$ cat src/rtl/mem_wb_stage_pkg.sv
// rtl/mem_wb_stage_pkg.sv - result-select and load-type codes shared by the MEM/WB stage
package mem_wb_stage_pkg;

  // Writeback mux select codes; RESULT_RSV never writes the register file
  typedef enum logic [1:0] {
    RESULT_ALU  = 2'b00,
    RESULT_LOAD = 2'b01,
    RESULT_PC4  = 2'b10,
    RESULT_RSV  = 2'b11
  } result_src_e;

  // Load funct3 codes; 011, 110 and 111 are unsupported
  typedef enum logic [2:0] {
    LOAD_LB  = 3'b000,
    LOAD_LH  = 3'b001,
    LOAD_LW  = 3'b010,
    LOAD_LBU = 3'b100,
    LOAD_LHU = 3'b101
  } load_funct3_e;

  function automatic logic is_load(input logic [1:0] src);
    return src == RESULT_LOAD;
  endfunction

endpackage

$ cat src/rtl/mem_wb_stage_load_align.sv
// rtl/mem_wb_stage_load_align.sv - combinational load-data alignment and sign/zero extension
module mem_wb_stage_load_align
  import mem_wb_stage_pkg::*;
#(
  parameter int WIDTH = 32
) (
  input  logic [WIDTH-1:0] rdata,
  input  logic [1:0]       offset,
  input  logic [2:0]       funct3,
  output logic [WIDTH-1:0] data,
  output logic             err
);

  logic [7:0]  byte_sel;
  logic [15:0] half_sel;

  // Pick the addressed byte/half, extend it, and fall back to the raw word on any error
  always_comb begin
    data = rdata;
    err  = 1'b0;
    case (offset)
      2'd0:    byte_sel = rdata[7:0];
      2'd1:    byte_sel = rdata[15:8];
      2'd2:    byte_sel = rdata[23:16];
      default: byte_sel = rdata[31:24];
    endcase
    half_sel = offset[1] ? rdata[31:16] : rdata[15:0];
    case (funct3)
      LOAD_LB:  data = {{(WIDTH-8){byte_sel[7]}}, byte_sel};
      LOAD_LBU: data = {{(WIDTH-8){1'b0}}, byte_sel};
      LOAD_LH: begin
        if (offset[0]) err = 1'b1;
        else           data = {{(WIDTH-16){half_sel[15]}}, half_sel};
      end
      LOAD_LHU: begin
        if (offset[0]) err = 1'b1;
        else           data = {{(WIDTH-16){1'b0}}, half_sel};
      end
      LOAD_LW: begin
        if (offset != 2'd0) err = 1'b1;
      end
      default: err = 1'b1;
    endcase
  end

endmodule

$ cat src/rtl/mem_wb_stage.sv
// rtl/mem_wb_stage.sv - MEM->WB pipeline register with stall/flush; RETIRE_COUNTER_EN adds w_retired
module mem_wb_stage
  import mem_wb_stage_pkg::*;
#(
  parameter int WIDTH      = 32,
  parameter int REG_ADDR_W = 5
) (
  input  logic                  clk,
  input  logic                  rst_n,
  input  logic                  stall,
  input  logic                  flush,
  input  logic                  m_valid,
  input  logic [WIDTH-1:0]      m_alu_result,
  input  logic [WIDTH-1:0]      m_rdata,
  input  logic [WIDTH-1:0]      m_pc_plus4,
  input  logic [REG_ADDR_W-1:0] m_rd,
  input  logic                  m_reg_write,
  input  logic [1:0]            m_result_src,
  input  logic [2:0]            m_funct3,
  output logic [WIDTH-1:0]      w_input0,
  output logic [WIDTH-1:0]      w_input1,
  output logic [WIDTH-1:0]      w_input2,
  output logic [1:0]            w_s,
  output logic [REG_ADDR_W-1:0] w_rd,
  output logic                  w_reg_write,
  output logic                  w_valid,
  output logic                  w_load_err
`ifdef RETIRE_COUNTER_EN
  ,
  output logic [31:0]           w_retired
`endif
);

  logic [WIDTH-1:0]      alu_q, alu_d;
  logic [WIDTH-1:0]      ldata_q, ldata_d;
  logic [WIDTH-1:0]      pc4_q, pc4_d;
  logic [1:0]            s_q, s_d;
  logic [REG_ADDR_W-1:0] rd_q, rd_d;
  logic                  reg_write_q, reg_write_d;
  logic                  valid_q, valid_d;
  logic                  load_err_q, load_err_d;
  logic [WIDTH-1:0]      aligned;
  logic                  align_err;
  logic                  capture;

  mem_wb_stage_load_align #(.WIDTH(WIDTH)) u_load_align (
    .rdata  (m_rdata),
    .offset (m_alu_result[1:0]),
    .funct3 (m_funct3),
    .data   (aligned),
    .err    (align_err)
  );

  assign capture = !flush && !stall;

  // Next state: flush kills the control bits (data held), stall holds everything, else capture
  always_comb begin
    alu_d       = alu_q;
    ldata_d     = ldata_q;
    pc4_d       = pc4_q;
    s_d         = s_q;
    rd_d        = rd_q;
    reg_write_d = reg_write_q;
    valid_d     = valid_q;
    load_err_d  = load_err_q;
    if (flush) begin
      valid_d     = 1'b0;
      reg_write_d = 1'b0;
      load_err_d  = 1'b0;
    end else if (!stall) begin
      alu_d       = m_alu_result;
      ldata_d     = aligned;
      pc4_d       = m_pc_plus4;
      s_d         = m_result_src;
      rd_d        = m_rd;
      valid_d     = m_valid;
      reg_write_d = m_valid && m_reg_write && (m_rd != '0) && (m_result_src != RESULT_RSV);
      load_err_d  = m_valid && is_load(m_result_src) && align_err;
    end
  end

  // Pipeline registers, cleared asynchronously
  always_ff @(posedge clk or negedge rst_n) begin
    if (!rst_n) begin
      alu_q       <= '0;
      ldata_q     <= '0;
      pc4_q       <= '0;
      s_q         <= '0;
      rd_q        <= '0;
      reg_write_q <= 1'b0;
      valid_q     <= 1'b0;
      load_err_q  <= 1'b0;
    end else begin
      alu_q       <= alu_d;
      ldata_q     <= ldata_d;
      pc4_q       <= pc4_d;
      s_q         <= s_d;
      rd_q        <= rd_d;
      reg_write_q <= reg_write_d;
      valid_q     <= valid_d;
      load_err_q  <= load_err_d;
    end
  end

  assign w_input0    = alu_q;
  assign w_input1    = ldata_q;
  assign w_input2    = pc4_q;
  assign w_s         = s_q;
  assign w_rd        = rd_q;
  assign w_reg_write = reg_write_q;
  assign w_valid     = valid_q;
  assign w_load_err  = load_err_q;

`ifdef RETIRE_COUNTER_EN
  logic [31:0] retired_q, retired_d;

  // Count valid instructions on real capture edges only; wraps naturally
  always_comb begin
    retired_d = retired_q;
    if (capture && m_valid) retired_d = retired_q + 32'd1;
  end

  // Retire counter register
  always_ff @(posedge clk or negedge rst_n) begin
    if (!rst_n) retired_q <= '0;
    else        retired_q <= retired_d;
  end

  assign w_retired = retired_q;
`else
  logic unused_capture;
  assign unused_capture = capture;
`endif

endmodule

$ cat config.mk
export PLATFORM = sky130hd
export DESIGN_NAME = mem_wb_stage
export DESIGN_NICKNAME = d
export VERILOG_FILES = /design/src/rtl/mem_wb_stage_pkg.sv /design/src/rtl/mem_wb_stage_load_align.sv /design/src/rtl/mem_wb_stage.sv
export SDC_FILE = /design/constraint.sdc
export NUM_CORES = 1
export LEC_CHECK = 0
export BUFFER_PORTS_ARGS = -buffer_cell sky130_fd_sc_hd__clkbuf_2
export CORE_ASPECT_RATIO = 2
export CORE_MARGIN = 4
export CORE_UTILIZATION = 50
export CTS_CLUSTER_DIAMETER = 100
export CTS_CLUSTER_SIZE = 12
export DETAILED_ROUTE_END_ITERATION = 8
export PLACE_DENSITY_LB_ADDON = 0.1
export SYNTH_ARGS = -nofsm -noshare
export SYNTH_HDL_FRONTEND = slang
export SYNTH_SLANG_ARGS = --single-unit
$ cat constraint.sdc
create_clock -name clk -period 3 [get_ports clk]
set_clock_uncertainty 0.2 [all_clocks]
set_input_delay 0.6 -clock clk [delete_from_list [all_inputs] [get_ports clk]]
set_output_delay 0.6 -clock clk [all_outputs]
set_load 0.02 [all_outputs]
After elaboration in Yosys (flattened, before gate mapping)
Cells that the tools add are included.
{"block": "op_classes", "n_reduce_logical": 12, "muxes": 14, "bitwise_logic": 2, "eq_ne": 9}
{"op": "case mux 32 bit (4 select lines)", "count": 1}
{"op": "2-to-1 mux 32 bit", "count": 2}
{"op": "case mux 8 bit (3 select lines)", "count": 1}
{"op": "2-to-1 mux 16 bit", "count": 1}
{"op": "2-to-1 mux 1 bit", "count": 8}
{"op": "== test 3 bit, second input constant", "count": 2}
{"op": "logical AND 1 bit", "count": 5}
{"op": "nonzero test 5 bit", "count": 1}
{"op": "== test 2 x 1 -> 1 bit, second input constant", "count": 2}
{"op": "OR reduction 2 bit", "count": 2}
{"op": "== test 3 x 1 -> 1 bit, second input constant", "count": 1}
{"op": "== test 3 x 2 -> 1 bit, second input constant", "count": 1}
{"op": "logical NOT 3 bit", "count": 1}
{"op": "case mux 1 bit (3 select lines)", "count": 1}
{"op": "== test 2 bit, second input constant", "count": 1}
{"op": "logical NOT 2 bit", "count": 1}
{"op": "inequality test 2 x 1 -> 1 bit, second input constant", "count": 1}
{"op": "inequality test 2 bit, second input constant", "count": 1}
{"op": "inverter 1 bit", "count": 2}
{"op": "AND reduction 2 bit", "count": 1}
{"op": "nonzero test 2 bit", "count": 1}
{"block": "totals", "regBits": 106}

Depth between registers and ports, before layout
Gate-level depths: netlist (run 1).
{"block": "logic_depth", "word_depth": 6, "mapped_depth": 7, "depth_no_buf": 4}

Cells and area by module
A second synthesis (run 1) with hierarchy kept.
{"block": "hier_totals", "hier_cells": 364, "hier_area_um2": 4932.2}
{"module": "mem_wb_stage", "cells_per_inst": 233, "area_per_inst_um2": 4209.0, "n_inst": 1}
{"module": "mem_wb_stage_load_align", "cells_per_inst": 131, "area_per_inst_um2": 723.2, "n_inst": 1}

Worst setup path after synthesis (run 1)
No wires, ideal clock.
{"block": "synth_path", "path_kind": "input to register", "startpoint": "input port m_alu_result[0]", "endpoint": "register ldata_q[10] (netlist: w_input1[10])", "cell_stages": 5, "required_time_ns": 2.679, "setup_slack_ns": 0.966, "arrival_time_ns": 1.713, "cell_sequence": "buf_4 mux4_2 nor4b_1 nand2b_4 o22a_1"}
{"block": "synth_via", "elab_chain_len": 3}
{"item": "start: declaration", "line_no": "mem_wb_stage.sv:13", "text": "input logic [WIDTH-1:0] m_alu_result,"}
{"item": "== test 2 bit, or another cell as far along", "line_no": "mem_wb_stage_load_align.sv:21", "text": "case (offset)"}
{"item": "case mux 8 bit (3 select lines)", "line_no": "mem_wb_stage_load_align.sv:21"}
{"item": "case mux 32 bit (4 select lines) (*)", "line_no": "mem_wb_stage_load_align.sv:28", "text": "case (funct3)"}
{"item": "end signal: assignment", "line_no": "mem_wb_stage.sv:95", "text": "ldata_q <= ldata_d;"}
{"item": "end: declaration", "line_no": "mem_wb_stage.sv:35", "text": "logic [WIDTH-1:0] ldata_q, ldata_d;"}
Every way passes the cells marked *; elsewhere a longest branch is shown, timed or not.
A chain may end at the register's enable or synchronous reset.

Final worst setup path (run 1)
{"block": "layout_path", "startpoint": "input port m_alu_result[0]", "endpoint": "register ldata_q[24] (netlist: w_input1[24])"}
The elaborated chain is that of the path after synthesis.

==> summary.md, run 1 <==
A synthesized cell averages 9.57 µm². At the worst endpoint, the arrival time is 2.35 ns. For the pin with the worst max-slew slack, the measured transition is 1.20 ns.

TritonCTS built the clock tree. Traced cell by cell, the critical path runs through clkbuf_2, a21oi_1, nor2_1, a221o_1. The number of clock buffers added by TritonCTS is 9. The worst hold path belongs to the class in2async. The multi-input combinational cells in the finished layout cover a total of 1860 µm². The combinational cell fraction of total power was 24.2%; the detailed router's first-iteration violation count was 317. The region available for standard cell placement spans 9010 µm².

The via count of the first global-routing pass is 4229, and the share of the cycle needed by the critical path after routing is 75.8%. The data required time at the worst endpoint is 3.08 ns. The internal power was 2.49 mW; the final layout net count was 801. In this run the power spent charging and discharging nets is 1.16 mW. The HPWL after detailed placement is 10100 µm.

The tightest hold path in the finished design has a slack of 0.0605 ns. The minimum clock period was 2.27 ns; the synthesized flop and latch total was 106. For this run, the leading register cell type out of synthesis is dfrtp_1. The run finished with clean final reports.

In this run the vertical extent of the chip is 144 µm. The tree is rooted in a clkbuf_16. The first TritonRoute pass finished after 4 iterations.

The area overhead of the layout relative to synthesis was 30.4%; the multiplexer area fraction after synthesis was 6.29%. After filler insertion, the fill cell instance count of the layout stands at 762. Placement-stage worst setup slack: 0.357 ns. The clock drives 106 sinks.

The synthesized netlist devotes 22.5% of its cell area to simple gates. The cell with the biggest individual delay on the critical path is nor2_1. After clock tree synthesis, the repair step resized 0 gates.

The count of cells in the finished layout, fillers not included, comes to 795. Setup repair after global routing left no endpoint under its margin. For this block, the via count after detailed routing is 4259. In the synthesized netlist the async set-or-reset flop fraction comes to 100%. Headroom to the max-slew limit came out at 19.6%.

For the maximum number of pins on one net before global-route repair, the log shows 61. The worst setup path category is in2reg. Across the VDD grid, the largest voltage drop is 354 µV.

The setup check on the worst reg-to-reg path leaves a slack of 1.96 ns. The mapped netlist covers 4650 µm². The worst-case clock buffer depth was 2; the clock insertion delay at the later pin of the skew report was 0.34 ns. The DRC violation count after routing is 0. The initialized floorplan defines 49 standard-cell rows.

Clock-pin slew was measured on the worst setup and hold paths at 0.07 ns. For this run, the number of Yosys warnings is 0. Adding up every negative setup slack in the final design gives 0 ns. 218 I/O pins were placed. The logs give 0 for the number of antenna violations at the first check in global routing and 47.1% for the sequential cell fraction of total power. Dividing the detail-routed via count by the number of cells gives 5.36.

The number of buffers inserted to repair setup after CTS is 0. The number of pins exceeding their max-slew limit in the final report came out at 0. Counting instances in the post-synthesis netlist gives the leading cell types as 233 x nand2_1, 106 x dfrtp_1, 17 x o21ai_0. The H-tree was split into 3 levels.

The sequential cells in the finished layout cover a total of 2650 µm². For this configuration, the core starts out at a cell density of 51.6%. The dominant combinational cell family by area after synthesis was simple AND/OR/NAND/NOR gates. The number of distinct standard cells referenced by the synthesized netlist was 35; the final antenna-violating net count was 0.

The number of nets produced by synthesis was 598. The post-route netlist has 36.4% of its cells at a drive strength greater than 1. The average wire per cell in the routed design is 16.5 µm. dfrtp_1 takes more of the synthesized area than any other cell. The share of total power dissipated in the clock network is 28.7%. Of all nets on the critical path, the largest fanout is 18.

For this run, the top clock speed supported by timing is 0.440 GHz. Yosys instantiated no cell more often than nand2_1. Of the post-synthesis cell area, the dominant cell type holds 57.0%.

The power density normalized to cell area was 602 nW/µm². The element type at the critical path start was a primary input. The final-report hold violation count came out at 0. The final cell area excluding filler cells is 6070 µm², and the total placed cells including tap cells is 780. The routed design has 13100 µm of wire.

Power comes to 3.65 mW. The repair_antennas step left the layout with diodes totalling 0. In the synthesized netlist, the number of instances is 486. Number of endpoints failing setup at the final stage: 0. Across the run, the number of max-cap violations was 0. Buffers placed on the I/O ports in this run total 217. In this run the static leakage power is 3.35 nW. Once placement finished, the instance area stood at 5800 µm².

The synthesized netlist devotes 11.0% of its cell area to compound gates. At the end of routability-driven placement, the weighted congestion stood at 0.864. Once layout is complete, the utilization of the core stands at 67.3%. The overflow left after global routing is 0, and the sequential area share after synthesis is 57.0%. The wire length of the first global-routing pass was 21100 µm. Number of hold buffers added after CTS: 0. The number of flops mapped to enable cells by yosys works out to 0. Total track usage: 24.0%.

The delay of the slowest cell on the worst path was 0.92 ns. Yosys attributes the largest share of cell area to dfrtp_1 57%, nand2_1 19%, mux4_2 3.9%. STA classifies the critical path endpoint as a flip-flop. Post-synthesis adder-cell area fraction: 0%. The die width was 76.2 µm; the area of the die was 11000 µm². The worst setup slack after layout was 0.726 ns.

Net switching is 31.7% of the power. After Yosys synthesis, XOR and XNOR cells account for 0% of the synthesized area.
[registers in the layout (all words and copies together), names as in the netlist]
register / flops
w_input1: 32
w_input2: 32
w_reg_write: 1
w_valid: 1
w_load_err: 1
w_s: 2
w_input0: 32
w_rd: 5
[area by class of cell]
| type | instances | share of cell area (%) |
|---|---|---|
| Clock buffer | 11 | 3.84 |
| Multi-Input combinational cell | 347 | 30.6 |
| Sequential cell | 106 | 43.7 |
| Inverter | 2 | 0.124 |
| Timing Repair Buffer | 223 | 19.1 |
| Tap cell | 102 | 2.10 |
| Clock inverter | 4 | 0.495 |
[cell usage in the layout, fill, tap and decap left out]
cell        Yosys  layout
a211oi_1        1       1
a21oi_1         7       7
a221o_1        16      16
a221oi_1        7       7
a22oi_1         7       7
buf_12          0       2
buf_4           2       5
clkbuf_1       15       2
clkbuf_16       0       9
clkbuf_2        0     216
clkinv_1        1       1
clkinvlp_4      0       4
dfrtp_1       106     106
inv_1           1       1
mux2_2          2       2
mux2i_1         9       9
mux4_2          8       8
nand2_1       233     233
nand2b_1        3       3
nand2b_4        1       1
nand3_1         2       2
nor2_1         13      12
nor2_4          0       1
nor3_1          1       1
nor3b_1         2       2
nor4_1          2       2
nor4_2          1       1
nor4b_1         1       1
o211ai_1        1       1
o21ai_0        17      17
o21ai_1         1       1
o22a_1          7       7
o2bb2ai_4       1       1
o31ai_1         1       1
or2_4           0       1
or4_1           1       1
or4_4           1       1
[power groups by stage]
stage	Clock (mW)	Combinational, mW	Sequential, mW
finish	1.05	0.883	1.72
global route	1.14	0.964	1.74
CTS	1.08	0.895	1.72
detailed placement	0	0.895	1.74
global placement	0	0.874	1.74
floorplan	0	0.273	1.97
[final timing paths]
check | start | to | cells after the start
hold / removal | rst_n | w_input2[13] | 1
setup / recovery | m_alu_result[0] | w_input1[24] | 4
min in group clk | m_alu_result[21] | w_input0[21] | 3
max in group asynchronous | rst_n | w_input1[26] | 2
setup reg to reg | w_input1[17] | w_input1[17] | 1
hold reg to reg | w_input0[10] | w_input0[10] | 2
[routing by layer]
layer / global-route usage, % / wire [µm]
met4: 13.2 / 551
met1: 27.7 / 4760
met2: 40.5 / 6830
met5: 0 / 0
met3: 6.11 / 949
[worst max-delay path, delay by kind of cell]
family          cells  cell delay, ns
simple gates        1            0.92
compound gates      2            0.45
buf+inv             1            0.37
[kinds of logic (layout without fill, tap and decap cells)]
kind of cell	count (synthesis)	in the layout
simple gates	262	262
flops	106	106
compound gates	66	66
buf+inv	33	240
mux	19	19
Power figures use the tool's default switching activity.
==> inputs of run 2 (changes only) <==
CORE_UTILIZATION = 47   (was 50)
clock period = 2.3 ns   (was 3 ns; I/O delays follow)
==> run 2 against run 1 <==
Effect of this change:
- clock power is 45% higher
- wire length is 1.2% higher
- power is 35% higher
- critical path type unchanged
==> summary.md, run 2 (synthesized netlist as in run 1, its figures left out) <==
The tools report the antenna cell count as 0 (unchanged). The library cells used most frequently in the layout, excluding fill and tap cells, are 233 x nand2_1, 216 x clkbuf_2, 106 x dfrtp_1. The worst setup path is of the in2reg kind. For the detailed router's first-iteration violation count, the log shows 245 (-23%).

The area of the die was 11700 µm² (+5.9%); the fraction of layout cells with a size suffix above 1 was 37.7% (+1.3 points). Along the worst hold path, the cell count comes to 3. The worst register-to-register path ends at w_input1[24]. In this run the clock root is driven by a clkbuf_16. The logs give 9 (unchanged) for the number of clock buffers inserted by TritonCTS and 439 µV (+24%) for the worst vdd rail ir drop. The tools report the number of antenna violations at the first check in global routing as 0 (unchanged).

The setup slack on the worst flop-to-flop path is 1.27 ns (-0.69 ns). Origin of the critical flop-to-flop path: w_input1[24]. The detailed-routing iteration count for the pre-antenna-repair pass is 4 (unchanged).

The worst setup path is captured at a flip-flop. The run gives 0 (unchanged) as the DRC violation count after routing. Setup repair after global routing left no endpoint under its margin. The number of endpoints failing setup at the final stage came out at 0 (unchanged). The area growth from synthesis to layout is 34.1%. The run gives 0.00509 ns (-0.352 ns) as the placement-stage worst setup slack.

Most frequent standard cell in the layout excluding fill and tap cells: nand2_1. The total track usage came out at 23.6% (-0.32 points). For this run, the top clock speed supported by timing is 0.514 GHz.

The element type at the critical path start is a primary input. The maximum number of pins on one net before global-route repair is 50 (-18%), and the number of gates given a new drive strength after cts is 0 (unchanged). For the final worst hold slack, the log shows 0.100 ns (+0.0400 ns). The path class of the lowest-slack min-delay path is in2reg. Number of fillers in the final layout: 845 (+11%). The largest individual stage delay along the critical path comes from the cell nor2_1. Overflow left after global routing: 0 (unchanged). The run finished with clean final reports. The worst slew margin relative to its limit was 19.4% (-0.26 points); the clock-pin transition on the worst setup and hold timing paths was 0.07 ns (about the same).

The die width was 78.4 µm (+2.8%); the power density normalized to cell area was 790 nW/µm² (+31%). The logs give 10500 µm (+3.8%) for the HPWL after detailed placement and 3 (unchanged) for the maximum level of the CTS H-tree. Count of buffer and inverter cells on the critical path: 1 (unchanged). The signal on the critical path passes through clkbuf_2, or2_4, nor2_1, a221o_1. For the effective utilization at floorplan, the log shows 48.0% (-3.7 points).

The logs give 0 ns (unchanged) for the sum of negative setup slack and 4378 (+3.5%) for the via count of the first global-routing pass. The worst setup slack after layout was 0.353 ns (-0.372 ns). The data required time at the worst endpoint came out at 2.37 ns (-0.71 ns). The worst hold endpoint was w_input0[6].

Number of sinks driven by the clock tree: 106 (unchanged). TritonCTS built the clock tree. The total wire length was 13300 µm (+1.2%). The final-report hold violation count was 0 (unchanged); the average wire per cell in the routed design was 15.8 µm (-4.3%). The number of cells in the finished layout apart from fillers was 841 (+5.8%). The maximum fanout encountered on the critical timing path is 16 (-2).

Share of the cycle needed by the critical path after routing: 84.6%. The wire length of the first global-routing pass was 21500 µm (+2.3%). Number of cells on the worst reg-to-reg path: 1 (unchanged). The startpoint of the most critical hold path was m_alu_result[6]. The clock insertion delay at the later pin of the skew report is 0.35 ns (about the same), and the number of I/O port buffers is 217 (unchanged). Critical path arrival: 2.02 ns (-0.33 ns).

The max-capacitance violation count came out at 0 (unchanged). The cell row count is 51 (+4.1%). The detailed-route vias per instance is 5.06 (-5.6%). The dominant delay contributor by cell family on the critical path is simple AND/OR/NAND/NOR gates. The delay of the slowest cell on the worst path is 0.92 ns (about the same), and the leakage power summed over all cells is 3.44 nW (+2.7%). The number of pins exceeding their max-slew limit in the final report is 0 (unchanged). The run gives 4252 (-0.16%) as the total number of vias.

Counting I/O delays and the setup requirement, the final critical path takes 1.95 ns. The final layout net count is 816 (+1.9%). The boundary pin count is 218 (unchanged), and the total placed cells including tap cells is 824 (+5.6%). The vertical die dimension was 149 µm (+3.0%). The total core area came out at 9700 µm² (+7.6%). The run gives 2 (unchanged) as the worst-case clock buffer depth. The global placement routability congestion came out at 0.851 (-1.5%).

The actual transition at the worst max-transition pin is 1.20 ns (+0.00385 ns), and the final antenna-violating net count is 0 (unchanged).
==> run 2: cell count changes in the layout (fill, tap and decap cells not counted) <==
| cell | before | now |
|---|---|---|
| buf_12 | 2 | 1 |
| dlygate4sd3_1 | 0 | 1 |
| buf_4 | 5 | 20 |
| inv_8 | 0 | 1 |
| clkinvlp_4 | 4 | 3 |
| bufinv_16 | 0 | 1 |
==> run 2: repair_timing <==
item / CTS / global route
hold buffers: 1 / 0
endpoints found under the hold margin: 27 / 0
buffers inserted: 0 / 0
==> run 2: layer usage <==
| metal | track usage (%) | routed length, µm | vias up |
|---|---|---|---|
| li1 | - | - | 2055 |
| met1 | 26.7 | 4920 | 1989 |
| met2 | 41.7 | 6900 | 174 |
| met3 | 5.21 | 917 | 34 |
| met4 | 11.4 | 516 | 0 |
| met5 | 0 | 0 | - |
==> run 2: worst max-delay path by stage <==
| stage | start | end | cells past startpoint |
|---|---|---|---|
| floorplan | m_alu_result[0] | w_input1[10] | 5 |
| global placement | flush | w_input1[30] | 4 |
| detailed placement | flush | w_input1[28] | 4 |
| CTS | flush | w_input1[28] | 4 |
| global route | flush | w_input1[16] | 4 |
| finish | flush | w_input1[16] | 4 |
==> run 2: cell type report <==
type / instances / area [µm²] / area share [%]
repair buffers: 238 / 1260 / 20.2
inverters: 2 / 7.51 / 0.120
flip-flops and latches: 106 / 2650 / 42.5
well taps: 132 / 165 / 2.65
multi-input cells: 347 / 1860 / 29.8
clock buffers: 11 / 233 / 3.73
clock inverters: 5 / 63.8 / 1.02
==> run 2: power breakdown <==
group / total, mW / internal, mW / switching (mW)
registers: 2.24 / 2.11 / 0.136
logic: 1.17 / 0.433 / 0.736
clock network: 1.52 / 0.852 / 0.669
total: 4.93 / 3.39 / 1.54
==> run 2: stage by stage <==
stage	area (µm²)	utilization, %	power (mW)
global route	6240	64.3	5.18
detailed placement	5930	61.2	3.46
global placement	5930	61.2	3.43
finish	6240	64.3	4.93
floorplan	4650	-	2.92
CTS	6240	64.3	4.98
==> run 2: tightest hold or removal path: stages <==
cell	delay (ns)
clkbuf_2	0.08
nand2_1	0.04
nand2_1	0.04
==> inputs of run 3 (changes only) <==
clock period = 1.91 ns   (was 2.3 ns; I/O delays follow)
==> run 3 against run 2 <==
Effect of this change:
- clock power rose by 38%
- count of clock-buffer cells in the layout is the same
- critical endpoint is now w_input1[19]
- core utilization increased by 1.5 points
==> summary.md, run 3 (synthesized netlist as in run 1, its figures left out) <==
The run finished with clean final reports. The final antenna-violating net count came out at 0 (unchanged). The total wire length is 13400 µm (+1.2%). The run gives 218 (unchanged) as the boundary pin count. The cell sitting at the root of the clock tree is a clkbuf_16. The logs give 831 (+0.85%) for the total placed cells including tap cells and 0 (unchanged) for the antenna cell count.

The worst-case clock buffer depth is 2 (unchanged), and the area overhead of the layout relative to synthesis is 37.3%. The total track usage came out at 23.9% (+0.23 points). Setup repair after global routing left no endpoint under its margin. For the worst vdd rail ir drop, the log shows 574 µV (+31%).

The number of I/O port buffers was 217 (unchanged); the core occupancy in the finished layout was 65.9% (+1.5 points). The logs give 847 (+0.71%) for the number of cells in the finished layout apart from fillers and 43.3% (-2.1 points) for the sequential cell fraction of total power. The run gives 0 (unchanged) as the overflow left after global routing. The logs give 1.99 ns (-0.38 ns) for the data required time at the worst endpoint and 0.844 (-0.76%) for the global placement routability congestion. The worst hold path terminates at w_input0[13]. The switching component of the power is 1.84 mW (+19%), and the critical path arrival is 1.76 ns (-0.26 ns). Path class of the lowest-slack min-delay path: in2reg.

Leakage power summed over all cells: 3.52 nW (+2.4%). The worst setup path is captured at a flip-flop. The top cell types in the final layout, fill and taps aside, are 233 x nand2_1, 216 x clkbuf_2, 106 x dfrtp_1. The number of cells on the worst reg-to-reg path came out at 1 (unchanged). The clock insertion delay at the later pin of the skew report was 0.34 ns (about the same). TritonCTS built the clock tree. The placement-stage worst setup slack was -0.290 ns (-0.295 ns). Worst slew margin relative to its limit: 51.2% (+32 points). After layout, the worst path uses 87.8% of the clock period.

The number of pins exceeding their max-slew limit in the final report is 0 (unchanged), and the average wire per cell in the routed design is 15.8 µm (+0.44%). The detailed router's first-iteration violation count was 258 (+5.3%); the worst setup slack after layout was 0.233 ns (-0.121 ns). The total core area is 9700 µm² (unchanged), and the actual transition at the worst max-transition pin is 0.731 ns (-0.474 ns).

The tools report the worst flop-to-flop path endpoint as w_input1[27]. The tools report the via count of the first global-routing pass as 4408 (+0.69%). Maximum level of the CTS H-tree: 3 (unchanged). The worst setup path is launched from a primary input. The most frequent standard cell in the layout excluding fill and tap cells is nand2_1. The logs give 0 (unchanged) for the number of antenna violations at the first check in global routing and 0 (unchanged) for the max-capacitance violation count. Vertical die dimension: 149 µm (unchanged). The setup slack on the worst flop-to-flop path was 0.87 ns (-0.40 ns). The tools report the highest achievable clock rate as 0.596 GHz. Final-report hold violation count: 0 (unchanged). The worst hold path begins at m_alu_result[13]. The number of fillers in the final layout was 870 (+3.0%); the internal power was 4.39 mW (+29%). The die width was 78.4 µm (unchanged). The fraction of layout cells with a size suffix above 1 was 38.5% (+0.80 points); the total number of vias was 4352 (+2.4%). The detailed-routing iteration count for the pre-antenna-repair pass came out at 4 (unchanged). The minimum clock period is 1.68 ns, and the HPWL after detailed placement is 10600 µm (+1.0%).

For the DRC violation count after routing, the log shows 0 (unchanged). The number of sinks driven by the clock tree is 106 (unchanged), and the clock-pin transition on the worst setup and hold timing paths is 0.07 ns (about the same). For the final layout net count, the log shows 823 (+0.86%). The worst setup path is of the in2reg kind. The maximum fanout encountered on the critical timing path came out at 16 (unchanged).

The fraction of power spent switching nets was 29.6% (-1.7 points). For the effective utilization at floorplan, the log shows 48.0% (unchanged). In this run the critical register-to-register path is launched from w_input1[27].

The number of endpoints failing setup at the final stage was 0 (unchanged). The logs give 52 (+4.0%) for the maximum number of pins on one net before global-route repair and 51 (unchanged) for the cell row count. The area of the die was 11700 µm² (unchanged); the clock group share of total power was 33.7% (+2.9 points). The power density normalized to cell area is 975 nW/µm² (+23%). The run gives 23.0% (-0.7 points) as the combinational cell fraction of total power.

For the number of buffers inserted to repair setup after CTS, the log shows 0 (unchanged). The worst hold path depth is 3 (unchanged). The detailed-route vias per instance is 5.14 (+1.6%).

The wire length of the first global-routing pass was 21800 µm (+1.1%). For the number of clock buffers inserted by TritonCTS, the log shows 9 (unchanged).
## run 3: final cells by class
class                   instances  area [µm²]  share of cell area (%)
multi-input cells             347        1860                    29.1
clock inverters                 4        98.8                    1.55
clock buffers                  11         243                    3.80
flip-flops and latches        106        2650                    41.5
repair buffers                245        1360                    21.3
well taps                     132         165                    2.58
inverters                       2        7.51                   0.117
## run 3: worst max-delay path by stage
stage                    start      endpoint  slack (ns)
6_report                 flush  w_input1[19]        0.23
5_1_grt        m_alu_result[0]  w_input1[13]        0.12
4_1_cts                  flush  w_input1[19]        0.08
3_5_place_dp             flush  w_input1[17]       -0.29
3_3_place_gp             flush  w_input1[17]       -0.20
2_1_floorplan  m_alu_result[0]  w_input1[10]        0.09
## run 3: power groups by stage
| stage | clock network [mW] | logic (mW) | registers (mW) |
|---|---|---|---|
| after floorplan | 0 | 0.429 | 3.09 |
| after global placement | 0 | 1.41 | 2.73 |
| after detailed placement | 0 | 1.45 | 2.74 |
| after CTS | 2.14 | 1.45 | 2.70 |
| after global routing | 2.23 | 1.56 | 2.74 |
| final | 2.10 | 1.43 | 2.70 |
## run 3: routing by layer
| layer | vias to the layer above | track usage [%] | routed length, µm |
|---|---|---|---|
| met2 | 187 | 43.4 | 7280 |
| met3 | 31 | 4.97 | 952 |
| met5 | - | 0 | 0 |
| li1 | 2078 | - | - |
| met4 | 0 | 10.5 | 462 |
| met1 | 2056 | 26.4 | 4720 |
## run 3: what timing repair did
item	in CTS	in global routing
hold buffers	1	0
resized for setup	0	1
endpoints found under the setup margin	0	16
endpoints found under the hold margin	25	0
## run 3: worst max-delay path, stage by stage
cell       delay [ns]
clkbuf_2         0.10
or2_4            0.26
buf_4            0.15
or4_4            0.42
o2bb2ai_4        0.17
buf_12           0.16
a221o_1          0.12
## run 3: metrics by stage
step	hold WS (ns)	instance area, µm²	TNS, ns	power (mW)
floorplan	-0.114	4650	0	3.52
global placement	0.116	6040	-4.16	4.14
detailed placement	0.128	6040	-5.26	4.19
CTS	0.0159	6390	0	6.30
global route	0.0160	6390	0	6.53
finish	0.0246	6390	0	6.23
